File: src/rtl/keypad_scanner_if.sv
// rtl/keypad_scanner_if.sv - keypad pin and key-event signal bundle for keypad_scanner
// master = scanner side, slave = board/consumer side.
interface keypad_scanner_if #(
   parameter int ROWS = 4,
   parameter int COLS = 4
);
   localparam int CODE_W = (ROWS * COLS > 1) ? $clog2(ROWS * COLS) : 1;

   logic [ROWS-1:0]   rows;
   logic [COLS-1:0]   columns;
   logic [CODE_W-1:0] key_code;
   logic              key_valid;
   logic              key_pressed;

   modport master (
      input  rows,
      output columns,
      output key_code,
      output key_valid,
      output key_pressed
   );

   modport slave (
      output rows,
      input  columns,
      input  key_code,
      input  key_valid,
      input  key_pressed
   );
endinterface

File: src/rtl/keypad_scanner.sv
// rtl/keypad_scanner.sv - matrix keypad scanner with press/release debounce and key events
// Optional auto-repeat of the held key is built only when KEYPAD_REPEAT_EN is defined.
module keypad_scanner #(
   parameter int ROWS            = 4,
   parameter int COLS            = 4,
   parameter int SCAN_DIV        = 1000,
   parameter int DEBOUNCE_CYCLES = 20000,
   parameter int REPEAT_DELAY    = 5000000,
   parameter int REPEAT_RATE     = 1000000
) (
   input  logic                 clock,
   input  logic                 resetn,
   keypad_scanner_if.master     kp
);
   localparam int CODE_W = (ROWS * COLS > 1) ? $clog2(ROWS * COLS) : 1;
   localparam int CW     = (COLS > 1) ? $clog2(COLS) : 1;
   localparam int RW     = (ROWS > 1) ? $clog2(ROWS) : 1;
   localparam int DW     = $clog2(SCAN_DIV);
   localparam int DBW    = $clog2(DEBOUNCE_CYCLES + 1);

   if (ROWS < 1 || COLS < 1 || SCAN_DIV < 3 || DEBOUNCE_CYCLES < 1 ||
       REPEAT_DELAY < 1 || REPEAT_RATE < 1) begin : g_param_check
      $error("keypad_scanner: illegal parameter value");
   end

   typedef enum logic [1:0] {
      ST_SCAN     = 2'd0,
      ST_DEBOUNCE = 2'd1,
      ST_HELD     = 2'd2
   } state_t;

   state_t            state_q, state_d;
   logic [CW-1:0]     col_q, col_d, col_adv;
   logic [COLS-1:0]   columns_q, columns_d;
   logic [DW-1:0]     div_q, div_d;
   logic [DBW-1:0]    cnt_q, cnt_d;
   logic [RW-1:0]     row_q, row_d;
   logic [CODE_W-1:0] code_q, code_d;
   logic              valid_q, valid_d;
   logic              pressed_q, pressed_d;
   logic [ROWS-1:0]   rs1_q, rs_q;
   logic              any_low;
   logic [RW-1:0]     low_idx;
   logic              rs_sel;
   logic              release_hit;
`ifdef KEYPAD_REPEAT_EN
   logic [31:0]       rep_q, rep_d;
   logic              rep_first_q, rep_first_d;
`endif

   // Lowest-index closed row wins when several keys share the driven column.
   always_comb begin
      any_low = 1'b0;
      low_idx = '0;
      for (int i = ROWS - 1; i >= 0; i--) begin
         if (!rs_q[i]) begin
            any_low = 1'b1;
            low_idx = RW'(i);
         end
      end
   end

   assign col_adv     = (col_q == CW'(COLS - 1)) ? '0 : col_q + 1'b1;
   assign rs_sel      = rs_q[row_q];
   assign release_hit = (state_q == ST_HELD) && rs_sel &&
                        (cnt_q == DBW'(DEBOUNCE_CYCLES - 1));

   always_comb begin
      state_d   = state_q;
      col_d     = col_q;
      div_d     = div_q;
      cnt_d     = cnt_q;
      row_d     = row_q;
      code_d    = code_q;
      valid_d   = 1'b0;
      pressed_d = pressed_q;
`ifdef KEYPAD_REPEAT_EN
      rep_d       = '0;
      rep_first_d = 1'b1;
`endif
      case (state_q)
         ST_SCAN: begin
            if (div_q == DW'(SCAN_DIV - 1)) begin
               div_d = '0;
               if (any_low) begin
                  row_d   = low_idx;
                  cnt_d   = '0;
                  state_d = ST_DEBOUNCE;
               end else begin
                  col_d = col_adv;
               end
            end else begin
               div_d = div_q + 1'b1;
            end
         end
         ST_DEBOUNCE: begin
            if (rs_sel) begin
               state_d = ST_SCAN;
               col_d   = col_adv;
               cnt_d   = '0;
            end else if (cnt_q == DBW'(DEBOUNCE_CYCLES)) begin
               state_d   = ST_HELD;
               code_d    = CODE_W'(col_q) * CODE_W'(ROWS) + CODE_W'(row_q);
               valid_d   = 1'b1;
               pressed_d = 1'b1;
               cnt_d     = '0;
            end else begin
               cnt_d = cnt_q + 1'b1;
            end
         end
         ST_HELD: begin
            if (!rs_sel) begin
               cnt_d = '0;
            end else if (release_hit) begin
               pressed_d = 1'b0;
               state_d   = ST_SCAN;
               col_d     = col_adv;
               cnt_d     = '0;
            end else begin
               cnt_d = cnt_q + 1'b1;
            end
`ifdef KEYPAD_REPEAT_EN
            // A release completing this cycle suppresses any repeat pulse.
            if (!release_hit) begin
               rep_first_d = rep_first_q;
               if (rep_q == (rep_first_q ? 32'(REPEAT_DELAY - 1) : 32'(REPEAT_RATE - 1))) begin
                  valid_d     = 1'b1;
                  rep_d       = '0;
                  rep_first_d = 1'b0;
               end else begin
                  rep_d = rep_q + 1'b1;
               end
            end
`endif
         end
         default: begin
            state_d = ST_SCAN;
         end
      endcase
      columns_d = ~(COLS'(1) << col_d);
   end

   always_ff @(posedge clock) begin
      if (!resetn) begin
         state_q   <= ST_SCAN;
         col_q     <= '0;
         columns_q <= ~COLS'(1);
         div_q     <= '0;
         cnt_q     <= '0;
         row_q     <= '0;
         code_q    <= '0;
         valid_q   <= 1'b0;
         pressed_q <= 1'b0;
         rs1_q     <= '1;
         rs_q      <= '1;
`ifdef KEYPAD_REPEAT_EN
         rep_q       <= '0;
         rep_first_q <= 1'b1;
`endif
      end else begin
         state_q   <= state_d;
         col_q     <= col_d;
         columns_q <= columns_d;
         div_q     <= div_d;
         cnt_q     <= cnt_d;
         row_q     <= row_d;
         code_q    <= code_d;
         valid_q   <= valid_d;
         pressed_q <= pressed_d;
         rs1_q     <= kp.rows;
         rs_q      <= rs1_q;
`ifdef KEYPAD_REPEAT_EN
         rep_q       <= rep_d;
         rep_first_q <= rep_first_d;
`endif
      end
   end

   assign kp.columns     = columns_q;
   assign kp.key_code    = code_q;
   assign kp.key_valid   = valid_q;
   assign kp.key_pressed = pressed_q;
endmodule

File: src/flat_wrapper.sv
// flat-port wrapper written by rule: the top's interface ports become plain ports
module keypad_scanner_flat 
#(
   parameter int ROWS            = 4,
   parameter int COLS            = 4,
   parameter int SCAN_DIV        = 1000,
   parameter int DEBOUNCE_CYCLES = 20000,
   parameter int REPEAT_DELAY    = 5000000,
   parameter int REPEAT_RATE     = 1000000
)
  (clock, resetn, kp_rows, kp_columns, kp_key_code, kp_key_valid, kp_key_pressed);
  keypad_scanner_if #(.ROWS(ROWS), .COLS(COLS)) kp_i ();
  input  logic clock;
  input  logic resetn;
  input wire logic [$bits(kp_i.rows)-1:0] kp_rows;
  output wire logic [$bits(kp_i.columns)-1:0] kp_columns;
  output wire logic [$bits(kp_i.key_code)-1:0] kp_key_code;
  output wire logic [$bits(kp_i.key_valid)-1:0] kp_key_valid;
  output wire logic [$bits(kp_i.key_pressed)-1:0] kp_key_pressed;
  assign kp_i.rows = kp_rows;
  assign kp_columns = kp_i.columns;
  assign kp_key_code = kp_i.key_code;
  assign kp_key_valid = kp_i.key_valid;
  assign kp_key_pressed = kp_i.key_pressed;
  keypad_scanner #(.ROWS(ROWS), .COLS(COLS), .SCAN_DIV(SCAN_DIV), .DEBOUNCE_CYCLES(DEBOUNCE_CYCLES), .REPEAT_DELAY(REPEAT_DELAY), .REPEAT_RATE(REPEAT_RATE)) u_core (.clock(clock), .resetn(resetn), .kp(kp_i));
endmodule
File: config.mk
export PLATFORM = sky130hd
export DESIGN_NAME = keypad_scanner_flat
export DESIGN_NICKNAME = d
export VERILOG_FILES = /design/src/rtl/keypad_scanner_if.sv /design/src/rtl/keypad_scanner.sv /design/src/flat_wrapper.sv
export SDC_FILE = /design/constraint.sdc
export NUM_CORES = 1
export LEC_CHECK = 0
export BUFFER_PORTS_ARGS = -buffer_cell sky130_fd_sc_hd__buf_2
export CAP_MARGIN = 30
export CELL_PAD_IN_SITES_DETAIL_PLACEMENT = 1
export CELL_PAD_IN_SITES_GLOBAL_PLACEMENT = 1
export CORE_MARGIN = 1
export CORE_UTILIZATION = 30
export CTS_CLUSTER_DIAMETER = 50
export DETAILED_ROUTE_END_ITERATION = 6
export MAX_ROUTING_LAYER = met4
export PLACE_DENSITY = 0.57
export REMOVE_ABC_BUFFERS = 1
export SLEW_MARGIN = 10
export SYNTH_ARGS = -nofsm -noshare
export SYNTH_HDL_FRONTEND = slang
export SYNTH_SLANG_ARGS = --single-unit
File: constraint.sdc
create_clock -name clock -period 2.55 [get_ports clock]
set_clock_uncertainty 0.05 [all_clocks]
set_input_delay 0 -clock clock [delete_from_list [all_inputs] [get_ports clock]]
set_output_delay 0 -clock clock [all_outputs]
set_load 0.005 [all_outputs]
Word-level counts from Yosys, hierarchy flattened
Cells that the tools add are included.
- register bits: 49
- output and inout bits: 10
- word-level logic and storage cells: 83
- bitwise logic cells: 4
- multiplexer cells: 38
- shifts and indexed selects: 1
- eq/ne operators: 13
- reduce and logical (&&, ||, !) cells: 11
- magnitude comparators: 1
- add/sub/neg operators: 4
- operators with widths (operator ; count):
    $mux W15 ; 6
    $pmux W15 S3 ; 1
    $mux W2 ; 16
    $eq A15 B15 Y1 const B ; 2
    $add A15 B1 Y15 const B ; 1
    $pmux W2 S3 ; 2
    $add A10 B1 Y10 const B ; 1
    $eq A10 B10 Y1 const B ; 1
    $mux W1 ; 10
    $mux W10 ; 1
    $ne A2 B1 Y1 const B ; 5
    $reduce_and A5 Y1 ; 2
    $reduce_and A3 Y1 ; 3
    $add A4 B2 Y4 ; 1
    $eq A2 B2 Y1 const B ; 2
    $not A4 Y4 ; 1
    $shl A1 B2 Y4 const A ; 1
    $lt A2 B3 Y1 const B ; 1
    $ne A3 B1 Y1 const B ; 1
    $not A1 Y1 ; 3
    $reduce_bool A3 Y1 ; 1
    $reduce_or A3 Y1 ; 1
    $add A2 B1 Y2 const B ; 1
    $bmux W1 S2 ; 1
    6 further kinds ; 7

Longest topological paths before layout
Gate-level depths: netlist of the first run.
- depth in word-level cells: 9
- depth in mapped cells: 9

Worst setup path before layout of the first run
OpenSTA, ideal clock, no wires.
- path kind: reg2reg
- from: register u_core.state_q[0]
- to: register u_core.columns_q[1], in the netlist u_core.kp.columns[1]
- data arrival time: 2.040 ns
- slack: 0.332 ns
- period minus slack after synthesis: 2.218 ns
- library setup time: 0.127 ns
- stages on the path, launching flop included: 9
- path through: dfxtp_1 inv_1 ha_1 or2b_1 o22ai_2 nand2b_4 a2111oi_4 o32ai_2 or3b_1
- word-level cells in the longest chain between the ends: 8
- elaborated cells on any way between the ends: 10
- RTL lines (item ; line ; RTL):
    from (decl) ; keypad_scanner.sv:32 ; state_t state_q, state_d;
    from (signal assigned) ; keypad_scanner.sv:161 ; state_q <= state_d;
    $eq A2 B2 Y1 ; keypad_scanner.sv:65, keypad_scanner.sv:81 ;
    $logic_and A1 B1 Y1 (2 in series) ; keypad_scanner.sv:65 ; assign release_hit = (state_q == ST_HELD) && rs_sel &&
    $mux W2 ; keypad_scanner.sv:114 ; end else if (release_hit) begin
    $mux W2 ; keypad_scanner.sv:112 ; if (!rs_sel) begin
    $pmux W2 S3 (*) ; keypad_scanner.sv:81 ; case (state_q)
    $shl A1 B2 Y4 (*) ; keypad_scanner.sv:140 ; columns_d = ~(COLS'(1) << col_d);
    $not A4 Y4 (*) ; keypad_scanner.sv:140 ;
    to (signal assigned) ; keypad_scanner.sv:147 ; columns_q <= ~COLS'(1);
    to (signal assigned) ; keypad_scanner.sv:163 ; columns_q <= columns_d;
    to (decl) ; keypad_scanner.sv:34 ; logic [COLS-1:0] columns_q, columns_d;
Mark *: on every way between the ends. The rest lies on a longest branch, timed or not.
A chain may end at the register's enable or synchronous reset.

Final worst setup path of the first run
- from: register u_core.div_q[0]
- to: register u_core.columns_q[2], in the netlist u_core.kp.columns[2]
- word-level cells in the longest chain between the ends: 5
- RTL lines (item ; line ; RTL):
    from (decl) ; keypad_scanner.sv:35 ; logic [DW-1:0] div_q, div_d;
    from (signal assigned) ; keypad_scanner.sv:164 ; div_q <= div_d;
    $eq A10 B10 Y1 ; keypad_scanner.sv:83 ; if (div_q == DW'(SCAN_DIV - 1)) begin
    $mux W2 ; keypad_scanner.sv:83 ;
    $pmux W2 S3 ; keypad_scanner.sv:81 ;
    $shl A1 B2 Y4 ; keypad_scanner.sv:140 ;
    $not A4 Y4 ; keypad_scanner.sv:140 ;
Every way passes these cells.

==> results of run 1 <==
[cells in the mapped netlist (all sizes together), types with 2 or more instances]
master	number	area share [%]
a21oi	8	1.7
a31oi	2	0.54
and2	3	0.92
and2b	3	1.0
and3	3	0.87
and3b	2	0.76
buf	2	0.54
clkbuf	4	0.65
dfxtp	49	42
ha	8	4.3
inv	15	2.4
mux2i	10	4.3
nand2	20	3.4
nand2b	11	3.3
nand3	7	1.5
nand4	9	2.7
nor2	36	5.9
nor3	6	1.5
nor4b	2	1.4
o21a	3	0.98
o21ai	6	1.5
o22ai	2	1.1
or3	4	1.1
or3b	2	0.76
xnor2	9	3.4
xor2	9	3.4
[power breakdown]
group	internal, mW	leakage [nW]	switching, mW
combinational	0.0785	0.608	0.0910
clock	0.319	0.0574	0.261
sequential	0.789	0.398	0.0205
[metal layers]
metal	track usage, %	wire, um	share of wire, %
met4	4.10	51	1.0
met1	17.1	2570	53
met3	2.79	98	2.0
met5	-	0	0
met2	20.4	2150	44
[repair_timing]
item / CTS / global route
resized for setup: 0 / 3
endpoints found under the hold margin: 9 / 0
endpoints found under the setup margin: 0 / 2
hold buffers: 9 / 0
[cell type report]
type | instances | area, um2 | area share [%]
Multi-Input combinational cell | 181 | 1260 | 45.9
Clock buffer | 6 | 82.6 | 3.01
Timing Repair Buffer | 29 | 203 | 7.39
Sequential cell | 49 | 981 | 35.8
Tap cell | 99 | 124 | 4.52
Clock inverter | 2 | 37.5 | 1.37
Inverter | 15 | 56.3 | 2.05
[cells by family (layout without fill, tap and decap cells)]
kind of cell	Yosys count	in the layout	synth area share [%]
AOI/OAI and AO/OA	31	31	10.8
xor gates and xnor gates	18	18	6.83
adders and majority gates	8	8	4.34
buffers and inverters	21	52	3.63
DFF	49	49	42.5
muxes	10	10	4.34
and+or+nand+nor	114	114	27.5
[worst register-to-register path: cells and delay by family, from the launching register on]
kind                     cells  cell delay (ns)
flip-flops                   1             0.41
AND/OR/NAND/NOR              3             0.71
adder cells (fa/ha/maj)      1             0.24
AO/OA/AOI/OAI                3             0.85
[sequential cells by signal (all words and copies together) (netlist names)]
name and count:
u_core.kp.key_pressed 1, u_core.div_q 10, u_core.rs_q 4, u_core.col_q 2, u_core.kp.columns 4, u_core.cnt_q 15, u_core.row_q 2, u_core.state_q 2
u_core.kp.key_valid 1, u_core.rs1_q 4, u_core.kp.key_code 4
[per-stage QoR]
step / setup slack, ns / utilization, % / cells / area [um2] / power (mW)
global route: 0.0319 / 37.4 / 381 / 2740 / 1.63
finish: 0.173 / 37.4 / 381 / 2740 / 1.56
floorplan: 0.332 / - / 245 / 2280 / 0.927
CTS: 0.122 / 37.2 / 381 / 2730 / 1.58
global placement: 0.236 / 34.3 / 364 / 2520 / 0.984
detailed placement: 0.144 / 34.3 / 364 / 2520 / 0.985
[worst paths after layout]
path | start | to
worst max-delay path | u_core.div_q[0]$_SDFFE_PN0P_ | u_core.kp.columns[2]$_SDFF_PN1_
worst max register to register | u_core.div_q[0]$_SDFFE_PN0P_ | u_core.kp.columns[2]$_SDFF_PN1_
worst min register to register | u_core.rs1_q[0]$_SDFF_PN1_ | u_core.rs_q[0]$_SDFF_PN1_
worst min-delay path | u_core.rs1_q[0]$_SDFF_PN1_ | u_core.rs_q[0]$_SDFF_PN1_
==> results.md, run 1 <==
- Status: finished, final reports clean
- GRT Total Usage: 13.2%
- Die Span Y: 89.7 um
- Critical Path Start Type: flop
- Slowest cell on the critical path: a2111oi_4
- Register area share after synthesis: 42.5%
- Total global routing overflow: 0
- Fin. Hold Viols: 0
- Mapped Area: 2310 um2
- Antenna Cells: 0
- CTS tree: yes
- Final worst path period need: 2.38 ns
- R2R cell count: 7
- Wire length per cell: 12.8 um
- First-pass GRT wire length: 8310 um
- Max clock buf depth: 2
- Most frequent cells in the layout: dfxtp_1, nor2_1, nand2_1
- Largest net degree at the start of global routing: 16
- Starting density of the core: 31.5%
- Synth Flop Type: dfxtp_1
- Slew headroom: 68.2%
- Vias: 1755
- Worst-Margin Slew: 0.476 ns
- Peak VDD IR: 0.203 mV
- Antenna Nets Post-Route: 0
- FF-to-FF setup slack: 0.17 ns
- Setup TNS: 0 ns
- Slew Viols, Final: 0
- Number of global-route vias before repair: 1723
- First-pass DRT Iterations: 4
- Crit path depth: 7
- CP endpoint kind: flop
- # setup viols final: 0
- Min-Delay Path Class: reg2reg
- Arrival time at the worst endpoint: 2.51 ns
- Fin crit share: 93.2%
- Clock Latency Late Sink: 0.30 ns
- Hold path depth: 1
- Most common cell after layout, fill and taps aside: dfxtp_1
- Die width: 89.7 um
- Core ar.: 7330 um2
- Clk root buf: clkbuf_8
- Crit path buf inv count: 0
- Initial antenna violation count: 0
- Fill cell count: 860
- Pleak: 1.06 nW
- Final nets: 295
- Crit path kind: reg2reg
- Fin Hold WS: 0.365 ns
- P per Cell Area: 569 nW/um2
- DRC: 0
- Total Wirelength: 4870 um
- EDFF count, synth: 0
- DIE AREA: 8050 um2
- Crit Path Max Fanout: 5
- Port Buffer Count: 15
- DP HPWL: 3560 um
- Fmax: 421 MHz
- Clk pin slew, worst setup/hold paths: 0.09 ns
- Top Ports: 16
- # Max-Cap Violations: 0
- Worst EP required: 2.68 ns
- Post-synth cell types: 52
- Row count: 31
- #FFs+latches synth: 49
- Post-CTS Setup Repair Bufs: 0
- Ys async rst share: 0%
- CP top delay family: compound AO/OA/AOI/OAI gates
- Synth Instances: 251
- Share of cells above drive strength 1: 16.7%
- H-tree Lvls: 2
- Cts bufs inserted: 5
- DR iter-0 viols: 53
- Average cell area after synthesis: 9.20 um2
- Area grow syn2layout: 18.8%
- Cell Chain, Critical Path: ha_1, and3b_2, nand3_1, o21a_1, a2111oi_4, o22ai_2, or3b_1
- Yosys warns: 0
- Via/cell ratio: 4.61
- # clock sinks: 49
- RSZ-0062 raised after global routing: no
- Routability cong.: 0.775
- CP peak stage delay: 0.43 ns
Power figures use the tool's default switching activity.
==> run 2, diff against run 1 <==
CORE_MARGIN = 8   (was 1)
==> run 2 against run 1 <==
- clock power fell by 24%
- count of clock-buffer cells in the layout is the same
- combinational power about the same
- fmax barely moved
- design area fell by 1.7%
==> results.md, run 2 (same netlist as run 1, synthesis figures left out) <==
- Arrival time at the worst endpoint: 2.50 ns (was 2.51 ns)
- CP endpoint kind: flop (unchanged)
- Antenna Nets Post-Route: 0 (unchanged)
- # setup viols final: 0 (unchanged)
- Largest Register: u_core.cnt_q (unchanged)
- Initial antenna violation count: 0 (unchanged)
- Min-Delay Path Class: reg2reg (unchanged)
- Most frequent cells in the layout: dfxtp_1, nor2_1, nand2_1 (unchanged)
- Largest registers: u_core.cnt_q: 15 flops, u_core.div_q: 10 flops (unchanged)
- Crit path buf inv count: 0 (unchanged)
- Post-CTS Setup Repair Bufs: 0 (unchanged)
- CP top delay family: simple AND/OR/NAND/NOR gates (was compound AO/OA/AOI/OAI gates)
- Multi-input logic area: 1250 um2 (was 1260 um2)
- Area grow syn2layout: 16.8% (was 18.8%)
- Core ar.: 7610 um2 (was 7330 um2)
- First-pass DRT Iterations: 4 (unchanged)
- Wire length per cell: 13.3 um (was 12.8 um)
- DIE AREA: 10800 um2 (was 8050 um2)
- Slew headroom: 68.7% (was 68.2%)
- RSZ-0062 raised after global routing: no (unchanged)
- Share of cells above drive strength 1: 16.0% (was 16.7%)
- Number of global-route vias before repair: 1915 (was 1723)
- Total Wirelength: 5090 um (was 4870 um)
- Fill cell count: 915 (was 860)
- Fin util: 35.4% (was 37.4%)
- Max clock buf depth: 2 (unchanged)
- Cell Chain, Critical Path: ha_1, and3b_1, and3_1, nand2_2, o211a_1, o32ai_2, or3b_1 (was ha_1, and3b_2, nand3_1, o21a_1, a2111oi_4, o22ai_2, or3b_1)
- Vias: 1793 (was 1755)
- Fmax: 421 MHz (about the same)
- Row count: 32 (was 31)
- Final nets: 295 (unchanged)
- Hold path depth: 1 (unchanged)
- GRT Total Usage: 10.3% (was 13.2%)
- Die width: 104 um (was 89.7 um)
- CTS tree: yes (unchanged)
- Crit Path Max Fanout: 5 (unchanged)
- Port Buffer Count: 15 (unchanged)
- Total global routing overflow: 0 (unchanged)
- Max reg flops: 15 (unchanged)
- DP HPWL: 3760 um (was 3560 um)
- Total power: 1.41 mW (was 1.56 mW)
- Area of all sequential standard cells: 981 um2 (unchanged)
- Clk pin slew, worst setup/hold paths: 0.09 ns (about the same)
- Clk root buf: clkbuf_8 (unchanged)
- Final worst path period need: 2.38 ns (about the same)
- Setup TNS: 0 ns (unchanged)
- Routability cong.: 0.784 (was 0.775)
- Fin Hold WS: 0.368 ns (was 0.365 ns)
- P per Cell Area: 524 nW/um2 (was 569 nW/um2)
- Die Span Y: 104 um (was 89.7 um)
- Crit path depth: 7 (unchanged)
- Most common cell after layout, fill and taps aside: dfxtp_1 (unchanged)
- Critical Path Start Type: flop (unchanged)
- Via/cell ratio: 4.67 (was 4.61)
- H-tree Lvls: 2 (unchanged)
- Clock Latency Late Sink: 0.29 ns (was 0.30 ns)
- Slew Viols, Final: 0 (unchanged)
- First-pass GRT wire length: 9190 um (was 8310 um)
- Cts bufs inserted: 5 (unchanged)
- Antenna Cells: 0 (unchanged)
- Top Ports: 16 (unchanged)
- CP peak stage delay: 0.41 ns (was 0.43 ns)
- # clock sinks: 49 (unchanged)
- Status: finished, final reports clean (unchanged)
- Fin. Hold Viols: 0 (unchanged)
- Largest net degree at the start of global routing: 16 (unchanged)
- Crit path kind: reg2reg (unchanged)
- R2R cell count: 7 (unchanged)
- DR iter-0 viols: 30 (was 53)
- Slowest cell on the critical path: dfxtp_1 (was a2111oi_4)
- Starting density of the core: 30.3% (was 31.5%)
- Peak VDD IR: 0.232 mV (was 0.203 mV)
- # Max-Cap Violations: 0 (unchanged)
- DRC: 0 (unchanged)
- Worst-Margin Slew: 0.468 ns (was 0.476 ns)
- Pleak: 1.05 nW (was 1.06 nW)
- Worst EP required: 2.68 ns (about the same)
- Fin crit share: 93.2% (about the same)
[run 2: changes by cell type in the layout (fill, tap and decap cells not counted), sizes merged]
| cell | before | now |
|---|---|---|
| clkinv | 0 | 2 |
| clkinvlp | 1 | 0 |
| bufinv | 1 | 0 |
[run 2: where the power goes]
part           total, mW  switching [mW]  leakage (nW)  internal (mW)
Sequential         0.809          0.0202         0.398          0.789
Clock              0.438           0.248        0.0450          0.191
Combinational      0.166          0.0881         0.608         0.0775
[run 2: what timing repair did]
action,4_1_cts,5_1_grt
resized for setup,0,1
hold buffers,9,0
endpoints found under the hold margin,9,0
setup endpoints to repair,0,2
[run 2: stage by stage]
stage | instances | setup WS [ns] | cell area (um2)
global route | 384 | 0.0127 | 2700
detailed placement | 367 | 0.165 | 2520
CTS | 384 | 0.142 | 2690
finish | 384 | 0.175 | 2700
floorplan | 245 | 0.332 | 2280
global placement | 367 | 0.235 | 2520
[run 2: worst paths after layout]
check                                                  start  slack, ns                              end
worst max-delay path            u_core.div_q[0]$_SDFFE_PN0P_       0.17  u_core.kp.columns[2]$_SDFF_PN1_
worst min-delay path              u_core.rs1_q[2]$_SDFF_PN1_       0.37        u_core.rs_q[2]$_SDFF_PN1_
worst max register to register  u_core.div_q[0]$_SDFFE_PN0P_       0.17  u_core.kp.columns[2]$_SDFF_PN1_
worst min register to register    u_core.rs1_q[2]$_SDFF_PN1_       0.37        u_core.rs_q[2]$_SDFF_PN1_
[run 2: worst reg2reg max path, delay by kind of cell, from the launching register on]
| family | cells | cell delay (ns) |
|---|---|---|
| AO/OA/AOI/OAI | 2 | 0.59 |
| flip-flops | 1 | 0.41 |
| adder cells (fa/ha/maj) | 1 | 0.24 |
| AND/OR/NAND/NOR | 4 | 0.99 |
[run 2: final cells by class]
type,instances,area share [%]
multi-input cells,181,46.2
clock buffers,6,2.69
well taps,102,4.73
clock inverters,2,0.371
repair buffers,29,7.52
flip-flops and latches,49,36.4
inverters,15,2.09
[run 2: per-layer routing]
layer | wire length [um] | vias to the layer above | track usage [%]
li1 | - | 916 | -
met5 | 0 | - | -
met2 | 2440 | 10 | 17.1
met4 | 40 | 0 | 2.17
met1 | 2520 | 863 | 12.5
met3 | 85 | 4 | 2.04
==> run 3, diff against run 2 <==
BUFFER_PORTS_ARGS = -buffer_cell sky130_fd_sc_hd__buf_4   (was -buffer_cell sky130_fd_sc_hd__buf_2)
CORE_UTILIZATION = 25   (was 30)
PLACE_DENSITY = 0.5   (was 0.57)
REMOVE_ABC_BUFFERS = default   (was 1)
==> run 3 against run 2 <==
- routed wire length is 0.77% lower
- count of clock-buffer cells in the layout down 1
- design area is 2.5% higher
- core utilization decreased by 5.1 points
- die area is 17% higher
- critical path type unchanged
- sequential power is essentially flat
- hold slack improved by 0.00068 ns
- final cell count up 2.6%
- clock power rose by 8.7%
- first-iteration DRC count decreased by 6.7%
- setup slack better by 0.0041 ns
==> results.md, run 3 (same netlist as run 1, synthesis figures left out) <==
- Cts bufs inserted: 5 (unchanged)
- Max clock buf depth: 2 (unchanged)
- Critical Path Start Type: flop (unchanged)
- Fmax: 422 MHz (was 421 MHz)
- Largest net degree at the start of global routing: 18 (was 16)
- # Max-Cap Violations: 0 (unchanged)
- Antenna Nets Post-Route: 0 (unchanged)
- Fin. Hold Viols: 0 (unchanged)
- P per Cell Area: 528 nW/um2 (was 524 nW/um2)
- Hold EP: u_core.rs_q[1]$_SDFF_PN1_ (was u_core.rs_q[2]$_SDFF_PN1_)
- Total global routing overflow: 0 (unchanged)
- Number of global-route vias before repair: 1805 (was 1915)
- Arrival time at the worst endpoint: 2.52 ns (was 2.50 ns)
- Port Buffer Count: 15 (unchanged)
- Clk root buf: clkbuf_8 (unchanged)
- DRC: 0 (unchanged)
- Fin util: 30.3% (was 35.4%)
- Total Wirelength: 5050 um (was 5090 um)
- Core ar.: 9110 um2 (was 7610 um2)
- Status: finished, final reports clean (unchanged)
- Crit Path Max Fanout: 5 (unchanged)
- Peak VDD IR: 0.235 mV (was 0.232 mV)
- Largest registers: u_core.cnt_q: 15 flops, u_core.div_q: 10 flops (unchanged)
- CP endpoint kind: flop (unchanged)
- DP HPWL: 3780 um (was 3760 um)
- Starting density of the core: 25.3% (was 30.3%)
- First-pass GRT wire length: 8980 um (was 9190 um)
- # setup viols final: 0 (unchanged)
- GRT Total Usage: 8.88% (was 10.3%)
- DR iter-0 viols: 28 (was 30)
- Crit path kind: reg2reg (unchanged)
- # clock sinks: 49 (unchanged)
- DIE AREA: 12600 um2 (was 10800 um2)
- Initial antenna violation count: 0 (unchanged)
- Die width: 112 um (was 104 um)
- RSZ-0062 raised after global routing: no (unchanged)
- Die Span Y: 112 um (was 104 um)
- H-tree Lvls: 2 (unchanged)
- Final worst path period need: 2.37 ns (was 2.38 ns)
- Share of cells above drive strength 1: 16.6% (was 16.0%)
- Top Ports: 16 (unchanged)
- Final nets: 296 (was 295)
- FF-to-FF setup slack: 0.18 ns (was 0.17 ns)
- Post-CTS Setup Repair Bufs: 0 (unchanged)
- Antenna Cells: 0 (unchanged)
- Wire length per cell: 12.8 um (was 13.3 um)
- Worst-Margin Slew: 0.490 ns (was 0.468 ns)
- Reg2reg end: u_core.kp.columns[2]$_SDFF_PN1_ (unchanged)
- Largest Register: u_core.cnt_q (unchanged)
- Fin crit share: 93.0% (was 93.2%)
- Routability cong.: 0.725 (was 0.784)
- Vias: 1789 (was 1793)
- Final worst setup slack: 0.179 ns (was 0.175 ns)
- Hold path start: u_core.rs1_q[1]$_SDFF_PN1_ (was u_core.rs1_q[2]$_SDFF_PN1_)
- CTS tree: yes (unchanged)
- Via/cell ratio: 4.54 (was 4.67)
- Most common cell after layout, fill and taps aside: dfxtp_1 (unchanged)
- Hold path depth: 1 (unchanged)
- Area grow syn2layout: 19.7% (was 16.8%)
- Most frequent cells in the layout: dfxtp_1, nor2_1, buf_4 (was dfxtp_1, nor2_1, nand2_1)
- First-pass DRT Iterations: 4 (unchanged)
- R2R cell count: 7 (unchanged)
- Clock Latency Late Sink: 0.30 ns (was 0.29 ns)
- R2r startpoint: u_core.div_q[0]$_SDFFE_PN0P_ (unchanged)
- Min-Delay Path Class: reg2reg (unchanged)
- Slew headroom: 67.3% (was 68.7%)
- Row count: 35 (was 32)
- Worst EP required: 2.70 ns (was 2.68 ns)
- Synthesized netlist net count: 265
- Post-place setup slack: 0.126 ns (was 0.165 ns)
- Slew Viols, Final: 0 (unchanged)
- Max reg flops: 15 (unchanged)
- Pleak: 1.07 nW (was 1.05 nW)
- Fill cell count: 1099 (was 915)
- Setup TNS: 0 ns (unchanged)
- Clk pin slew, worst setup/hold paths: 0.10 ns (was 0.09 ns)
[run 3: changes by cell type in the layout (fill, tap and decap cells not counted)]
cell / before / now
buf_2: 15 / 0
clkinvlp_4: 0 / 1
inv_6: 0 / 1
clkinv_4: 0 / 1
buf_4: 5 / 21
clkinv_2: 2 / 0
clkbuf_1: 1 / 0
[run 3: area by class of cell]
type / instances / area [um2] / share of cell area, %
clock buffers: 5 / 68.8 / 2.49
clock inverters: 3 / 25.0 / 0.905
inverters: 15 / 56.3 / 2.04
multi-input cells: 181 / 1250 / 45.1
flip-flops and latches: 49 / 981 / 35.5
well taps: 111 / 139 / 5.02
repair buffers: 30 / 248 / 8.96
[run 3: layer usage]
metal  part of all wire [%]  up-vias  track usage [%]
met2                     46       16             14.2
met4                   0.65        0             2.16
met1                     51      847             11.2
met3                    2.3        2             1.99
li1                       -      924                -
met5                      0        -                -
[run 3: worst max-delay path: stages, from the launching register on]
cell	delay [ns]
dfxtp_1	0.40
ha_1	0.23
and3b_1	0.23
and3_1	0.27
nand2_2	0.12
o211a_1	0.25
o32ai_2	0.34
or3b_1	0.38
[run 3: worst max-delay path by stage]
stage	from	to	cells after the start
detailed placement	u_core.state_q[0]$_SDFFE_PN0P_	u_core.kp.columns[1]$_SDFF_PN1_	8
global placement	u_core.state_q[0]$_SDFFE_PN0P_	u_core.kp.columns[1]$_SDFF_PN1_	8
finish	u_core.div_q[0]$_SDFFE_PN0P_	u_core.kp.columns[2]$_SDFF_PN1_	7
global route	u_core.div_q[1]$_SDFFE_PN0P_	u_core.kp.columns[2]$_SDFF_PN1_	7
floorplan	u_core.state_q[0]$_SDFFE_PN0P_	u_core.kp.columns[1]$_SDFF_PN1_	8
CTS	u_core.state_q[0]$_SDFFE_PN0P_	u_core.kp.columns[1]$_SDFF_PN1_	8
[run 3: power breakdown]
| part | internal, mW | switching, mW |
|---|---|---|
| clock network | 0.199 | 0.278 |
| logic | 0.0830 | 0.0913 |
| registers | 0.789 | 0.0185 |
| total | 1.07 | 0.387 |
[run 3: metrics by stage]
step / cells / power, mW / hold WS, ns / cell area [um2]
final: 394 / 1.46 / 0.369 / 2760
after global placement: 377 / 0.992 / 0.135 / 2580
after global routing: 394 / 1.55 / 0.387 / 2760
after CTS: 394 / 1.49 / 0.374 / 2760
after detailed placement: 377 / 0.992 / 0.137 / 2580
after floorplan: 251 / 0.932 / 0.0230 / 2310
[run 3: repair_timing]
| item | 4_1_cts | 5_1_grt |
|---|---|---|
| hold buffers | 9 | 0 |
| endpoints found under the setup margin | 0 | 1 |
| gates resized for setup | 0 | 1 |
| endpoints found under the hold margin | 10 | 0 |
